**config.mk**
```make
export PLATFORM = sky130hd
export DESIGN_NAME = uart_rx_fsm_flat
export DESIGN_NICKNAME = d
export VERILOG_FILES = /design/src/rtl/uart_rx_pkg.sv /design/src/rtl/uart_rx_fsm_if.sv /design/src/rtl/uart_rx_fsm.sv /design/src/flat_wrapper.sv
export SDC_FILE = /design/constraint.sdc
export NUM_CORES = 1
export LEC_CHECK = 0
export CORE_AREA = 8 8 50 52
export CTS_BUF_LIST = sky130_fd_sc_hd__clkbuf_8
export DETAILED_ROUTE_END_ITERATION = 8
export DIE_AREA = 0 0 58 60
export DONT_BUFFER_PORTS = 1
export PLACE_DENSITY = 0.72
export SYNTH_ARGS = -nofsm -noshare
export SYNTH_HDL_FRONTEND = slang
export SYNTH_SLANG_ARGS = --single-unit
```
**constraint.sdc**
```tcl
create_clock -name CLK -period 1.4 [get_ports CLK]
set_input_delay 0.07 -clock CLK [delete_from_list [all_inputs] [get_ports CLK]]
set_output_delay 0.07 -clock CLK [all_outputs]
set_load 0.05 [all_outputs]
```
**src/rtl/uart_rx_pkg.sv**
```systemverilog
// Shared constants and state encoding for the UART receive path
// (FSM, data sampler, start/parity/stop checkers).
package uart_rx_pkg;

    // Bit indices within a frame, as counted by edge_bit_counter.
    localparam int START_BIT = 0;
    localparam int LAST_DATA = 8;
    localparam int PAR_BIT   = 9;

    // Edges after mid-bit at which the sampled bit is stable.
    localparam int CHK_OFS = 2;

    typedef enum logic [2:0] {
        IDLE   = 3'd0,
        START  = 3'd1,
        DATA   = 3'd2,
        PARITY = 3'd3,
        STOP   = 3'd4
    } state_t;

endpackage

```
**src/rtl/uart_rx_fsm_if.sv**
```systemverilog
// Bundle between the receive FSM and its datapath: edge/bit counter,
// sampler, deserializer and the start/parity/stop checkers.
interface uart_rx_fsm_if #(
    parameter int PRESC_W = 6,
    parameter int BITC_W  = 4
);
    // Strobes are level signals sampled on CLK; no backpressure exists,
    // so every strobe is a single-cycle command the datapath must accept.
    logic               edge_bit_en;
    logic               dat_samp_en;
    logic               deser_en;
    logic               strt_chk_en;
    logic               par_chk_en;
    logic               stp_chk_en;
    logic               data_valid;
    logic               frame_err;
    logic [PRESC_W-1:0] edge_cnt;
    logic [BITC_W-1:0]  bit_cnt;
    logic               strt_glitch;
    logic               par_err;
    logic               stp_err;
    uart_rx_pkg::state_t state_dbg;

    modport master (
        output edge_bit_en, dat_samp_en, deser_en, strt_chk_en,
               par_chk_en, stp_chk_en, data_valid, frame_err, state_dbg,
        input  edge_cnt, bit_cnt, strt_glitch, par_err, stp_err
    );

    modport slave (
        input  edge_bit_en, dat_samp_en, deser_en, strt_chk_en,
               par_chk_en, stp_chk_en, data_valid, frame_err, state_dbg,
        output edge_cnt, bit_cnt, strt_glitch, par_err, stp_err
    );

endinterface

```
**src/rtl/uart_rx_fsm.sv**
```systemverilog
// Control FSM of the UART receiver: walks start/data/parity/stop bits using
// edge_bit_counter and qualifies each frame with data_valid or frame_err.
module uart_rx_fsm
    import uart_rx_pkg::*;
#(
    parameter int PRESC_W = 6,
    parameter int BITC_W  = 4
) (
    input  logic               CLK,
    input  logic               RST,
    input  logic               RX_IN,
    input  logic               PAR_EN,
    input  logic [PRESC_W-1:0] Prescale,
    uart_rx_fsm_if.master      rx
);

    state_t             state;
    logic               err;
    logic               data_valid_q;
    logic               frame_err_q;
    logic [PRESC_W-1:0] last_edge;
    logic [PRESC_W-1:0] chk_edge;
    logic [PRESC_W-1:0] glitch_edge;
    logic               at_last;
    logic               at_chk;

    assign last_edge   = Prescale - PRESC_W'(1);
    assign chk_edge    = (Prescale >> 1) + PRESC_W'(CHK_OFS);
    assign glitch_edge = chk_edge + PRESC_W'(1);
    assign at_last     = (rx.edge_cnt == last_edge);
    assign at_chk      = (rx.edge_cnt == chk_edge);

    always_ff @(posedge CLK or negedge RST) begin
        if (!RST) begin
            state        <= IDLE;
            err          <= 1'b0;
            data_valid_q <= 1'b0;
            frame_err_q  <= 1'b0;
        end else begin
            data_valid_q <= 1'b0;
            frame_err_q  <= 1'b0;
            case (state)
                IDLE: begin
                    if (!RX_IN) state <= START;
                end
                START: begin
                    // Glitch abort wins over LAST when they coincide (Prescale=8).
                    if ((rx.edge_cnt == glitch_edge) && rx.strt_glitch) state <= IDLE;
                    else if (at_last)                                  state <= DATA;
                end
                DATA: begin
                    if ((rx.bit_cnt == BITC_W'(LAST_DATA)) && at_last)
                        state <= PAR_EN ? PARITY : STOP;
                end
                PARITY: begin
                    if (at_last) begin
                        err   <= rx.par_err;
                        state <= STOP;
                    end
                end
                STOP: begin
                    if (at_last) begin
                        if (err || rx.stp_err) frame_err_q  <= 1'b1;
                        else                   data_valid_q <= 1'b1;
                        err   <= 1'b0;
                        state <= RX_IN ? IDLE : START;
                    end
                end
                default: state <= IDLE;
            endcase
        end
    end

    assign rx.edge_bit_en = (state != IDLE);
    assign rx.dat_samp_en = (state != IDLE);
    assign rx.strt_chk_en = (state == START)  && at_chk;
    assign rx.deser_en    = (state == DATA)   && at_chk;
    assign rx.par_chk_en  = (state == PARITY) && at_chk;
    assign rx.stp_chk_en  = (state == STOP)   && at_chk;
    assign rx.data_valid  = data_valid_q;
    assign rx.frame_err   = frame_err_q;
    assign rx.state_dbg   = state;

endmodule
```
**src/flat_wrapper.sv**
```systemverilog
// flat-port wrapper written by rule: the top's interface ports become plain ports
module uart_rx_fsm_flat import uart_rx_pkg::*;
#(
    parameter int PRESC_W = 6,
    parameter int BITC_W  = 4
)
  (CLK, RST, RX_IN, PAR_EN, Prescale, rx_edge_bit_en, rx_dat_samp_en, rx_deser_en, rx_strt_chk_en, rx_par_chk_en, rx_stp_chk_en, rx_data_valid, rx_frame_err, rx_state_dbg, rx_edge_cnt, rx_bit_cnt, rx_strt_glitch, rx_par_err, rx_stp_err);
  uart_rx_fsm_if #(.PRESC_W(PRESC_W), .BITC_W(BITC_W)) rx_i ();
  input  logic CLK;
  input  logic RST;
  input  logic RX_IN;
  input  logic PAR_EN;
  input  logic [PRESC_W-1:0] Prescale;
  output wire logic [$bits(rx_i.edge_bit_en)-1:0] rx_edge_bit_en;
  output wire logic [$bits(rx_i.dat_samp_en)-1:0] rx_dat_samp_en;
  output wire logic [$bits(rx_i.deser_en)-1:0] rx_deser_en;
  output wire logic [$bits(rx_i.strt_chk_en)-1:0] rx_strt_chk_en;
  output wire logic [$bits(rx_i.par_chk_en)-1:0] rx_par_chk_en;
  output wire logic [$bits(rx_i.stp_chk_en)-1:0] rx_stp_chk_en;
  output wire logic [$bits(rx_i.data_valid)-1:0] rx_data_valid;
  output wire logic [$bits(rx_i.frame_err)-1:0] rx_frame_err;
  output wire logic [$bits(rx_i.state_dbg)-1:0] rx_state_dbg;
  input wire logic [$bits(rx_i.edge_cnt)-1:0] rx_edge_cnt;
  input wire logic [$bits(rx_i.bit_cnt)-1:0] rx_bit_cnt;
  input wire logic [$bits(rx_i.strt_glitch)-1:0] rx_strt_glitch;
  input wire logic [$bits(rx_i.par_err)-1:0] rx_par_err;
  input wire logic [$bits(rx_i.stp_err)-1:0] rx_stp_err;
  assign rx_edge_bit_en = rx_i.edge_bit_en;
  assign rx_dat_samp_en = rx_i.dat_samp_en;
  assign rx_deser_en = rx_i.deser_en;
  assign rx_strt_chk_en = rx_i.strt_chk_en;
  assign rx_par_chk_en = rx_i.par_chk_en;
  assign rx_stp_chk_en = rx_i.stp_chk_en;
  assign rx_data_valid = rx_i.data_valid;
  assign rx_frame_err = rx_i.frame_err;
  assign rx_state_dbg = rx_i.state_dbg;
  assign rx_i.edge_cnt = rx_edge_cnt;
  assign rx_i.bit_cnt = rx_bit_cnt;
  assign rx_i.strt_glitch = rx_strt_glitch;
  assign rx_i.par_err = rx_par_err;
  assign rx_i.stp_err = rx_stp_err;
  uart_rx_fsm #(.PRESC_W(PRESC_W), .BITC_W(BITC_W)) u_core (.CLK(CLK), .RST(RST), .RX_IN(RX_IN), .PAR_EN(PAR_EN), .Prescale(Prescale), .rx(rx_i));
endmodule
```
# Yosys cells after proc, flatten, opt, wreduce, memory -nomap -nowiden
# Index checks and enable logic that the tools add are counted.
# totals
inputBits,23
reg_bits,6
# op_classes
n_addsub,3
n_eq_ne,13
n_reduce_logical,12
muxes,18
# ops
cell,n
two-way mux 3 bit,7
== test 6 bit,3
case mux 3 bit (5 select lines),1
two-way mux 1 bit,9
"adder 5 x 2 -> 6 bit, second input constant",1
"adder 6 x 1 -> 6 bit, second input constant",1
"== test 3 x 2 -> 1 bit, second input constant",2
logical AND 1 bit,6
"inequality test 2 x 1 -> 1 bit, second input constant",3
"subtractor 6 x 1 -> 6 bit, second input constant",1
AND reduction 5 bit,1
"== test 4 bit, second input constant",1
"== test 3 x 1 -> 1 bit, second input constant",1
"== test 3 bit, second input constant",1
zero test 3 bit,1
"inequality test 3 x 1 -> 1 bit, second input constant",1
AND reduction 3 bit,1
nonzero test 3 bit,1
"inequality test 2 bit, second input constant",1
case mux 1 bit (2 select lines),1
nonzero test 2 bit,1
logical OR 1 bit,1

# Longest topological paths before layout
# logic_depth
depth_word,6
ltp_mapped,9

# Worst setup path after synthesis
# OpenSTA, ideal clock, no wires.
# synth_timing
kind,flip-flop to output port
startpoint,reg u_core.state[0] (netlist: u_core.rx.state_dbg[0])
endpoint,out rx_par_chk_en
arrival_ns,2.176
stages_incl_launch_ff,4
t_required_ns,1.330
path_slack_ns,-0.846
path_cell_list,dfrtp_1 clkbuf_1 inv_1 nor3_1
# synth_between
elab_chain_len,2
# synth_lines
element,line,source
from (decl),uart_rx_fsm.sv:17,state_t state;
from (signal assigned),uart_rx_fsm.sv:53,state <= PAR_EN ? PARITY : STOP;
from (signal assigned),uart_rx_fsm.sv:66,state <= RX_IN ? IDLE : START;
== test 3 x 2 -> 1 bit,uart_rx_fsm.sv:78,assign rx.par_chk_en = (state == PARITY) && at_chk;
logical AND 1 bit,uart_rx_fsm.sv:78,
to (decl),flat_wrapper.sv:18,output wire logic [$bits(rx_i.par_chk_en)-1:0] rx_par_chk_en;
# No other way between the ends.

# Worst setup path after layout
# layout_timing
startpoint,in Prescale[2]
endpoint,out rx_par_chk_en
# layout_between
elab_chain_len,3
# layout_lines
element,line,source
from (decl),flat_wrapper.sv:13,input logic [PRESC_W-1:0] Prescale;
adder 5 x 2 -> 6 bit,uart_rx_fsm.sv:28,assign chk_edge = (Prescale >> 1) + PRESC_W'(CHK_OFS);
== test 6 bit,uart_rx_fsm.sv:31,assign at_chk = (rx.edge_cnt == chk_edge);
logical AND 1 bit,uart_rx_fsm.sv:78,
# No other way between the ends.

==> reports/summary.json <==
{
  "power": {
    "p_per_area_nw_per_um2": 504,
    "vdd_drop_max_v": 0.000411,
    "cell_internal_pwr_uw": 506,
    "report.power.total_uw": 730,
    "power.switching_fraction_pct": 30.6,
    "sequentialPowerShare_pct": 25.0,
    "netSwitchingPower_uw": 223,
    "leakage_uw": 0.000563,
    "combinational_fraction_of_design_power_pct": 37.8,
    "clockPowerShare_pct": 37.3
  },
  "global_routing": {
    "groute.usage.overall_pct": 16.0,
    "grt_antenna_before_repair": 0,
    "grt_overflow": 0,
    "grt_pass1_wl_um": 4440,
    "grt_pass1_vias": 1033,
    "grt_start_max_net_pins": 11
  },
  "route": {
    "detailroute.via_count": 1007,
    "drcViolationCount": 0,
    "wirelength_um": 3010,
    "drt_initial_violations": 32,
    "route.detailed.wl_per_inst_um": 18.2,
    "drtPass1Iterations": 4,
    "drtAntennaViolNets": 0,
    "avgViaCountPerCell": 6.10
  },
  "critical_path": {
    "critPathLaunchType": "input pin",
    "regToRegSetupSlack_ns": 0.01,
    "startpoint_of_the_most_critical_setup_path": "Prescale[2]",
    "critPathKind": "in -> out",
    "critical_path.reg2reg.endpoint": "u_core.rx.state_dbg[1]",
    "endpoint_kind": "output pin",
    "worstPathRequired_ns": 1.33,
    "critical_path.max_fanout": 6,
    "rr_worst_depth": 4,
    "worst_ep_arrival_time_ns": 1.49,
    "critical_path.reg2reg.startpoint": "u_core.rx.state_dbg[1]"
  },
  "place": {
    "dp_hpwl_um": 2250,
    "place.gp.congestion": 0.912,
    "post_dp_area_um2": 1250,
    "dpl_worst_slack_ns": -0.341,
    "place_inst": 155,
    "numPortBuffers": 0
  },
  "hold_path": {
    "worstHoldPathType": "in -> reg",
    "min_delay_worst_endpoint": "u_core.rx.frame_err",
    "worstHoldPathCells": 2,
    "worst_hold_startpoint": "rx_stp_err"
  },
  "die": {
    "die-width_um": 58,
    "dieHeight_um": 60,
    "start_util_pct": 52.9,
    "design.portCount": 34,
    "fp-row-count": 16,
    "core_um2": 1800,
    "total_die_area_um2": 3480
  },
  "sta": {
    "grt_setup_unrepaired": "yes",
    "achievable_frequency_mhz": 642,
    "maxSlewViolCount": 0,
    "timing_worst_slew_pin_value_ns": 0.442,
    "layout_setup_ws_ns": -0.158,
    "final_period_minus_worst_setup_slack_ns": 1.56,
    "timing.final.crit_share_pct": 111,
    "fin_skew_ns": 0.00754,
    "finalSetupViolations": 9,
    "relSlewSlack_pct": 70.6,
    "hold_viol_final": 0
  },
  "synth": {
    "part_of_the_yosys_area_used_for_sequential_elements_pct": 15.7,
    "synth.yosys.warnings": 0,
    "synth_top_flop_cell": "sky130_fd_sc_hd__dfrtp_1",
    "synth-edff-count": 0,
    "mappedNetlistNets": 149,
    "netlist_instances": 119,
    "synth_area_leader_cell": "sky130_fd_sc_hd__dfrtp_1",
    "yosysTopAreaCellShare_pct": 15.7,
    "cell_variety_after_synth": 44,
    "syn_avg_cell_area_um2": 8.01,
    "syn-cell-area_um2": 953,
    "ys_seq_elements": 6,
    "async_reset_ff_share_pct": 100,
    "post_synth_main_area_contributors": "sky130_fd_sc_hd__dfrtp_1, sky130_fd_sc_hd__ha_1, sky130_fd_sc_hd__xnor2_1",
    "synth_commonest_cells": "sky130_fd_sc_hd__nor2_1, sky130_fd_sc_hd__xnor2_1, sky130_fd_sc_hd__inv_1, sky130_fd_sc_hd__nand2_1, sky130_fd_sc_hd__nand3_1"
  },
  "finish": {
    "fillerInstances": 117,
    "finalNetCount": 178,
    "utilization_pct": 80.3,
    "finished_layout_cells": 165,
    "syn_to_final_growth_pct": 51.8,
    "final_design_area_no_fill_um2": 1450,
    "layout-drive-gt1-share_pct": 46.3,
    "diodes": 0
  },
  "clocking": {
    "clk_pin_slew_ns": 0.04,
    "h_tree_depth": 1,
    "cts_root_buffer": "sky130_fd_sc_hd__clkbuf_8",
    "clock_tree.buffer_depth": 2,
    "clock_tree_from_tritoncts": "built",
    "numCtsBuffers": 3,
    "clock_latency_ns": 0.23,
    "clock_sinks": 6
  },
  "outcome": {
    "violations_in_the_final_reports": "setup timing",
    "run_status": "finished with violations"
  },
  "flow_run": {
    "drv_cap": 0
  }
}
worst max path at each step:
stage	slack [ns]	cells after the start	to
finish	-0.16	8	rx_par_chk_en
global route	-0.23	8	rx_deser_en
CTS	-0.13	8	rx_par_chk_en
detailed placement	-0.34	7	u_core.rx.state_dbg[0]
global placement	-0.30	7	u_core.rx.state_dbg[0]
floorplan	-0.21	5	rx_deser_en
repair_timing:
item	in CTS	in global routing
hold buffers	2	0
endpoints found under the setup margin	9	10
setup buffers	2	1
endpoints found under the hold margin	7	0
gates cloned	0	1
gates resized for setup	5	21
pin swaps	3	8
worst max-delay path, cell delays in order:
cell and delay, ns:
sky130_fd_sc_hd__clkinvlp_4 0.10, sky130_fd_sc_hd__ha_4 0.25, sky130_fd_sc_hd__buf_6 0.11, sky130_fd_sc_hd__xor2_1 0.14
sky130_fd_sc_hd__nor4_2 0.21, sky130_fd_sc_hd__nand3_2 0.23, sky130_fd_sc_hd__nor3_4 0.22, sky130_fd_sc_hd__buf_12 0.16
kinds of logic after synthesis:
| family | Yosys count | synth area share, % |
|---|---|---|
| compound gates | 27 | 20.6 |
| simple gates | 48 | 26.8 |
| xor+xnor | 18 | 20.5 |
| fa+ha+maj | 7 | 9.19 |
| flops | 6 | 15.7 |
| buf+inv | 13 | 7.22 |
cell type report:
class                   instances  area [um^2]  share of cell area [%]
repair buffers                 29          282                    19.4
multi-input cells             100          911                    62.9
flip-flops and latches          6          154                    10.6
well taps                      18         22.5                    1.56
clock buffers                   3         41.3                    2.85
clock inverters                 1         3.75                   0.259
inverters                       8         33.8                    2.33
placed cells by master, fill, tap and decap left out, types with 4 or more instances in the layout:
master / count
sky130_fd_sc_hd__nand3_1: 7
sky130_fd_sc_hd__nand2_1: 4
sky130_fd_sc_hd__inv_1: 6
sky130_fd_sc_hd__nor2_1: 6
sky130_fd_sc_hd__buf_12: 4
sky130_fd_sc_hd__buf_4: 19
sky130_fd_sc_hd__o21ai_0: 4
sky130_fd_sc_hd__o211ai_1: 4
sky130_fd_sc_hd__xnor2_1: 9
sky130_fd_sc_hd__a21oi_1: 4
sky130_fd_sc_hd__xor2_1: 6
power by group through the flow:
stage | registers, uW | logic (uW) | clock network [uW]
after floorplan | 186 | 184 | 0
after detailed placement | 184 | 226 | 0
after global routing | 182 | 295 | 287
final | 182 | 275 | 272
after CTS | 182 | 241 | 275
after global placement | 184 | 220 | 0
layer usage:
metal | part of all wire, % | vias up | global-route usage [%]
met5 | 0 | - | 0
met4 | 2.2 | 0 | 9.09
met3 | 6.5 | 7 | 2.80
met2 | 57 | 42 | 30.7
met1 | 34 | 474 | 15.6
li1 | - | 484 | -
flip-flops by register name (all words and copies together), names as in the netlist:
signal / count
u_core.rx.state_dbg: 3
u_core.err: 1
u_core.rx.data_valid: 1
u_core.rx.frame_err: 1
metrics by stage:
stage	hold WS, ns	setup TNS, ns
after floorplan	-0.226	-1.16
after global placement	-0.225	-2.27
after detailed placement	-0.225	-2.61
after CTS	0.00829	-0.794
after global routing	0.0361	-1.65
final	0.00976	-1.15
No activity file was read; power rests on OpenSTA's default activity.
